### config.mk
export PLATFORM = sky130hd
export DESIGN_NAME = io_bank
export DESIGN_NICKNAME = d
export VERILOG_FILES = /design/src/rtl/io_bank.sv
export SDC_FILE = /design/constraint.sdc
export NUM_CORES = 1
export LEC_CHECK = 0
export ABC_AREA = 1
export CAP_MARGIN = 20
export CORE_ASPECT_RATIO = 0.7
export CORE_MARGIN = 8
export CORE_UTILIZATION = 40
export DETAILED_ROUTE_END_ITERATION = 8
export PLACE_DENSITY = 0.72
export SLEW_MARGIN = 20
export SYNTH_ARGS = -nofsm -noshare
export SYNTH_HDL_FRONTEND = slang
export SYNTH_SLANG_ARGS = --single-unit
### constraint.sdc
create_clock -name clk -period 3.8 [get_ports clk]
set_input_delay 0.57 -clock clk [delete_from_list [all_inputs] [get_ports clk]]
set_output_delay 0.57 -clock clk [all_outputs]
set_load 0.02 [all_outputs]
### src/rtl/io_bank.sv
// io_bank: memory-mapped LED/HEX/LCD/switch register bank with sticky error status
module io_bank #(
    parameter int NUM_HEX         = 8,
    parameter int LEDR_W          = 17,
    parameter int LEDG_W          = 8,
    parameter int SW_W            = 17,
    parameter int DEBOUNCE_CYCLES = 500000,
    parameter int LCD_EN_CYCLES   = 25
) (
    input  logic                 clk,
    input  logic                 reset,
    input  logic [4:0]           addr,
    input  logic                 wr_en,
    input  logic [31:0]          wdata,
    input  logic                 rd_en,
    output logic [31:0]          rdata,
    output logic                 rvalid,
    input  logic [SW_W-1:0]      sw_raw,
    output logic [7*NUM_HEX-1:0] hex_o,
    output logic [LEDR_W-1:0]    ledr_o,
    output logic [LEDG_W-1:0]    ledg_o,
    output logic [7:0]           lcd_data,
    output logic                 lcd_rw,
    output logic                 lcd_rs,
    output logic                 lcd_en,
    output logic                 lcd_on,
    output logic                 err_o
);
    localparam int CW = $clog2(LCD_EN_CYCLES + 1);
    localparam int PW = $clog2(DEBOUNCE_CYCLES);
    localparam logic [31:0] LEDR_M = 32'((64'd1 << LEDR_W) - 64'd1);
    localparam logic [31:0] LEDG_M = 32'((64'd1 << LEDG_W) - 64'd1);
    localparam logic [31:0] MODE_M = 32'((64'd1 << NUM_HEX) - 64'd1);
    localparam logic [31:0] LCD_M  = 32'h8000_07FF;

    typedef enum logic {IDLE, PULSE} state_e;

    state_e          state_q, state_d;
    logic [CW-1:0]   cnt_q, cnt_d;
    logic [LEDR_W-1:0] ledr_q, ledr_d;
    logic [LEDG_W-1:0] ledg_q, ledg_d;
    logic [7:0]      lcd_data_q, lcd_data_d;
    logic            lcd_rw_q, lcd_rw_d, lcd_rs_q, lcd_rs_d;
    logic            lcd_enb_q, lcd_enb_d, lcd_on_q, lcd_on_d;
    logic [7:0]      mode_q, mode_d;
    logic [6:0]      hex_q [8];
    logic [6:0]      hex_d [8];
    logic [2:0]      status_q, status_d, set;
    logic [31:0]     rdata_q, rdata_d;
    logic            rvalid_q;
    logic [SW_W-1:0] sync1_q, sync2_q, sample_q, sample_d, sw_q, sw_d, eq;
    logic [PW-1:0]   presc_q, presc_d;
    logic            is_hex, mapped, tick;
    logic [6:0]      hex_wm;

    function automatic logic [6:0] font(input logic [3:0] n);
        case (n)
            4'h0: font = 7'h40; 4'h1: font = 7'h79; 4'h2: font = 7'h24; 4'h3: font = 7'h30;
            4'h4: font = 7'h19; 4'h5: font = 7'h12; 4'h6: font = 7'h02; 4'h7: font = 7'h78;
            4'h8: font = 7'h00; 4'h9: font = 7'h10; 4'hA: font = 7'h08; 4'hB: font = 7'h03;
            4'hC: font = 7'h46; 4'hD: font = 7'h21; 4'hE: font = 7'h06; default: font = 7'h0E;
        endcase
    endfunction

    assign is_hex = addr[4:3] == 2'b01 && int'(addr[2:0]) < NUM_HEX;
    assign mapped = addr <= 5'd5 || is_hex;
    assign hex_wm = mode_q[addr[2:0]] ? 7'h0F : 7'h7F;

    // Register writes, LCD pulse sequencing, read mux and sticky status
    always_comb begin
        state_d    = state_q;
        cnt_d      = cnt_q;
        ledr_d     = ledr_q;
        ledg_d     = ledg_q;
        lcd_data_d = lcd_data_q;
        lcd_rw_d   = lcd_rw_q;
        lcd_rs_d   = lcd_rs_q;
        lcd_enb_d  = lcd_enb_q;
        lcd_on_d   = lcd_on_q;
        mode_d     = mode_q;
        hex_d      = hex_q;
        set        = '0;
        if (state_q == PULSE) begin
            if (cnt_q == CW'(1)) begin
                state_d   = IDLE;
                lcd_enb_d = 1'b0;
            end else begin
                cnt_d = cnt_q - CW'(1);
            end
        end
        if (wr_en) begin
            if (!mapped || addr == 5'd5) begin
                set[1] = 1'b1;
            end else if (addr == 5'd0) begin
                ledr_d = wdata[LEDR_W-1:0];
                set[0] = |(wdata & ~LEDR_M);
            end else if (addr == 5'd1) begin
                ledg_d = wdata[LEDG_W-1:0];
                set[0] = |(wdata & ~LEDG_M);
            end else if (addr == 5'd2) begin
                if (state_q == PULSE) begin
                    set[2] = 1'b1;
                end else begin
                    {lcd_on_d, lcd_enb_d, lcd_rs_d, lcd_rw_d, lcd_data_d} = {wdata[31], wdata[10:0]};
                    set[0] = |(wdata & ~LCD_M);
                    if (wdata[10]) begin
                        state_d = PULSE;
                        cnt_d   = CW'(LCD_EN_CYCLES);
                    end
                end
            end else if (addr == 5'd3) begin
                mode_d = wdata[7:0] & MODE_M[7:0];
                set[0] = |(wdata & ~MODE_M);
            end else if (is_hex) begin
                hex_d[addr[2:0]] = wdata[6:0] & hex_wm;
                set[0] = |(wdata & ~{25'b0, hex_wm});
            end
        end
        if (rd_en && !mapped) set[1] = 1'b1;
        status_d = (status_q & ~(wr_en && addr == 5'd4 ? wdata[2:0] : 3'b0)) | set;
        rdata_d  = addr == 5'd0 ? 32'(ledr_q) :
                   addr == 5'd1 ? 32'(ledg_q) :
                   addr == 5'd2 ? {lcd_on_q, 20'b0, lcd_enb_q, lcd_rs_q, lcd_rw_q, lcd_data_q} :
                   addr == 5'd3 ? {24'b0, mode_q} :
                   addr == 5'd4 ? {29'b0, status_q} :
                   addr == 5'd5 ? 32'(sw_q) :
                   is_hex       ? {25'b0, hex_q[addr[2:0]]} : 32'b0;
    end

    // Switch debounce: a bit only moves when two consecutive tick samples agree
    always_comb begin
        tick     = presc_q == PW'(DEBOUNCE_CYCLES - 1);
        presc_d  = tick ? '0 : presc_q + PW'(1);
        eq       = ~(sample_q ^ sync2_q);
        sw_d     = tick ? (sw_q & ~eq) | (sync2_q & eq) : sw_q;
        sample_d = tick ? sync2_q : sample_q;
    end

    // State registers
    always_ff @(posedge clk) begin
        if (reset) begin
            state_q    <= IDLE;
            cnt_q      <= '0;
            ledr_q     <= '0;
            ledg_q     <= '0;
            lcd_data_q <= '0;
            lcd_rw_q   <= 1'b0;
            lcd_rs_q   <= 1'b0;
            lcd_enb_q  <= 1'b0;
            lcd_on_q   <= 1'b0;
            mode_q     <= '0;
            for (int i = 0; i < 8; i++) hex_q[i] <= '0;
            status_q   <= '0;
            rdata_q    <= '0;
            rvalid_q   <= 1'b0;
            sync1_q    <= '0;
            sync2_q    <= '0;
            sample_q   <= '0;
            sw_q       <= '0;
            presc_q    <= '0;
        end else begin
            state_q    <= state_d;
            cnt_q      <= cnt_d;
            ledr_q     <= ledr_d;
            ledg_q     <= ledg_d;
            lcd_data_q <= lcd_data_d;
            lcd_rw_q   <= lcd_rw_d;
            lcd_rs_q   <= lcd_rs_d;
            lcd_enb_q  <= lcd_enb_d;
            lcd_on_q   <= lcd_on_d;
            mode_q     <= mode_d;
            hex_q      <= hex_d;
            status_q   <= status_d;
            rdata_q    <= rd_en ? rdata_d : rdata_q;
            rvalid_q   <= rd_en;
            sync1_q    <= sw_raw;
            sync2_q    <= sync1_q;
            sample_q   <= sample_d;
            sw_q       <= sw_d;
            presc_q    <= presc_d;
        end
    end

    for (genvar g = 0; g < NUM_HEX; g++) begin : g_hex
        assign hex_o[7*g +: 7] = mode_q[g] ? font(hex_q[g][3:0]) : ~hex_q[g];
    end

    assign rdata    = rdata_q;
    assign rvalid   = rvalid_q;
    assign ledr_o   = ledr_q;
    assign ledg_o   = ledg_q;
    assign lcd_data = lcd_data_q;
    assign lcd_rw   = lcd_rw_q;
    assign lcd_rs   = lcd_rs_q;
    assign lcd_en   = state_q == PULSE;
    assign lcd_on   = lcd_on_q;
    assign err_o    = |status_q;
endmodule

==> impl_metrics.sql <==
INSERT INTO impl_metrics (metric_group, metric, value, unit) VALUES
('worst_setup_path', 'end_kind', 'output port', ''),
('detailed_routing', 'route.antenna.remaining_nets', '0', ''),
('floorplan', 'floorplan_die_area', '37300', 'sq um'),
('floorplan', 'die_width', '227', 'um'),
('hold_path', 'min_from', 'sync1_q[2]', ''),
('final_layout', 'design.final.nets', '1960', ''),
('final_layout', 'utilization', '50.3', '%'),
('timing', 'period_minus_slack', '2910', 'ps'),
('yosys', 'mappedNetlistArea', '12500', 'sq um'),
('power_and_ir_drop', 'power.total', '6.52', 'mW'),
('floorplan', 'floorplan.rows', '54', ''),
('worst_setup_path', 'worst_setup_path_startpoint', 'mode_q[5]', ''),
('timing', 'setup_violating_endpoint_count_in_the_final_report', '0', ''),
('timing', 'setup_total_negative_slack', '0', 'ps'),
('final_layout', 'final_cell_count_no_fill', '2302', ''),
('worst_setup_path', 'worstPathArrival', '2340', 'ps'),
('run_status', 'status', 'finished, final reports clean', ''),
('global_routing', 'largest_net_degree_at_the_start_of_global_routing', '79', ''),
('worst_setup_path', 'worst-setup-path-type', 'register to output port', ''),
('final_layout', 'areaGrowthSynthToFinish', '24.5', '%'),
('timing', 'max_freq', '0.344', 'GHz'),
('floorplan', 'core', '30900', 'sq um'),
('yosys', 'yosys-top-cells-count', 'sky130_fd_sc_hd__nand2_1, sky130_fd_sc_hd__dfxtp_1, sky130_fd_sc_hd__o21ai_0', ''),
('global_routing', 'grt.total_usage', '20.0', '%'),
('job', 'maxCapViolations', '0', ''),
('clock_network', 'postCtsResizedCells', '0', ''),
('detailed_routing', 'drt_pass1_iterations', '5', ''),
('global_routing', 'grt.busiest_layer', 'met1', ''),
('power_and_ir_drop', 'total_leakage_power', '6.47', 'nW'),
('clock_network', 'htreeDepth', '1', ''),
('timing', 'final-max-slew-violation-count', '0', ''),
('clock_network', 'clock_latency_late_sink', '560', 'ps'),
('floorplan', 'fp.dieH', '164', 'um'),
('placed_design', 'pre_cts_slack', '450', 'ps'),
('detailed_routing', 'viasPerCell', '5.16', ''),
('final_layout', 'layout.cell_area.non_filler', '15600', 'sq um'),
('timing', 'rsz0062_at_grt', 'false', ''),
('yosys', 'post-synth-top-area-fraction', '43.6', '%'),
('worst_setup_path', 'reg2reg_setup_slack', '1370', 'ps'),
('global_routing', 'gr-usage-met3', '3.62', '%'),
('global_routing', 'antenna_violations_before_repair', '2', ''),
('detailed_routing', 'vias', '11900', ''),
('global_routing', 'groute.layer.met1.usage', '29.7', '%'),
('placed_design', 'io_buffers', '170', ''),
('yosys', 'synth.largest_area_cell', 'sky130_fd_sc_hd__dfxtp_1', ''),
('timing', 'setup_ws', '889', 'ps'),
('detailed_routing', 'drt-total-wl', '38900', 'um'),
('global_routing', 'grt_pass1_wl', '60100', 'um'),
('yosys', 'synth_enable_flop_cells', '0', ''),
('timing', 'worst_hold_slack', '403', 'ps'),
('clock_network', 'cts-buffers-inserted', '28', ''),
('worst_setup_path', 'data_required_time_of_the_critical_path', '3230', 'ps'),
('detailed_routing', 'detailedRoute.firstIterationViolations', '1242', ''),
('yosys', 'seq_total_area_yosys', '43.6', '%'),
('clock_network', 'clk_pin_slew', '70', 'ps'),
('yosys', 'number_of_storage_elements_in_the_synthesis_netlist', '272', ''),
('clock_network', 'clock_sinks', '272', ''),
('placed_design', 'placement.cell_area', '14500', 'sq um'),
('yosys', 'yosys.cell_types.count', '52', ''),
('global_routing', 'gr-total-overflow', '0', ''),
('clock_network', 'ctsLongestPathBuffers', '3', ''),
('timing', 'timing.final.crit_share', '76.6', '%'),
('placed_design', 'post-place-cells', '2249', ''),
('placed_design', 'gp_routability_congestion', '0.930', ''),
('yosys', 'synthTopCellsByArea', 'sky130_fd_sc_hd__dfxtp_1, sky130_fd_sc_hd__nand2_1, sky130_fd_sc_hd__o21ai_0', ''),
('clock_network', 'tritoncts', 'built', ''),
('yosys', 'yosysWarningCount', '0', ''),
('floorplan', 'initial_core_util', '40.4', '%'),
('timing', 'max_slew.worst_pin.slew', '855', 'ps'),
('worst_setup_path', 'critical_path_peak_fanout', '17', ''),
('timing', 'worst_slew_margin_rel', '42.8', '%');
cell usage in the layout (no fill, tap or decap), types with 7 or more instances in the layout:
master,n
sky130_fd_sc_hd__nand3_1,62
sky130_fd_sc_hd__o21ai_2,11
sky130_fd_sc_hd__a21oi_1,134
sky130_fd_sc_hd__nand2_1,343
sky130_fd_sc_hd__conb_1,14
sky130_fd_sc_hd__buf_4,17
sky130_fd_sc_hd__nor2_1,200
sky130_fd_sc_hd__xor2_1,9
sky130_fd_sc_hd__o21ai_1,39
sky130_fd_sc_hd__o21ai_0,216
sky130_fd_sc_hd__clkbuf_8,8
sky130_fd_sc_hd__nand4_1,12
sky130_fd_sc_hd__nor2_2,16
sky130_fd_sc_hd__ha_1,43
sky130_fd_sc_hd__inv_1,131
sky130_fd_sc_hd__nor2_4,7
sky130_fd_sc_hd__clkdlybuf4s50_1,169
sky130_fd_sc_hd__dfxtp_1,272
sky130_fd_sc_hd__inv_2,34
sky130_fd_sc_hd__clkbuf_16,28
sky130_fd_sc_hd__a31oi_1,19
routing by layer:
| metal | wire (um) | up-vias | part of all wire [%] |
|---|---|---|---|
| met4 | 1210 | 0 | 3.1 |
| met5 | 0 | - | 0 |
| li1 | - | 5876 | - |
| met2 | 15700 | 455 | 41 |
| met3 | 3200 | 75 | 8.2 |
| met1 | 18700 | 5474 | 48 |
critical path: cells and delay by family (launching register included):
kind | cells | cell delay, ps
and+or+nand+nor | 1 | 90
AOI/OAI and AO/OA | 1 | 240
buffers and inverters | 1 | 710
DFF | 1 | 740
area by class of cell:
type | count | area [sq um]
Timing Repair Buffer | 188 | 1840
Tap cell | 420 | 526
Antenna cell | 2 | 5.00
Clock buffer | 37 | 815
Sequential cell | 272 | 5450
Fill cell | 2994 | 15400
Inverter | 169 | 636
Clock inverter | 14 | 253
Multi-Input combinational cell | 1200 | 6050
power breakdown:
group          switching (mW)  internal, mW  leakage [nW]  total (mW)
clock network            1.17          1.92         0.516        3.09
logic                   0.304         0.182          3.74       0.486
registers              0.0334          2.91          2.21        2.94
path summary, 6_finish.rpt:
kind | end | cells past startpoint
hold reg to reg | sync2_q[2] | 2
setup / recovery | hex_o[41] | 3
setup reg to reg | presc_q[9] | 5
hold / removal | sync2_q[2] | 2
kinds of logic (layout without fill, tap and decap cells):
kind of cell	count (synthesis)	in the layout	share of synthesized area [%]
XOR/XNOR	10	10	0.701
AO/OA/AOI/OAI	455	455	19.8
adder cells (fa/ha/maj)	43	43	4.30
other	1	16	0.0300
buffers and inverters	251	408	8.48
AND/OR/NAND/NOR	678	678	23.1
flip-flops	272	272	43.6
No activity file was read; power rests on OpenSTA's default activity.
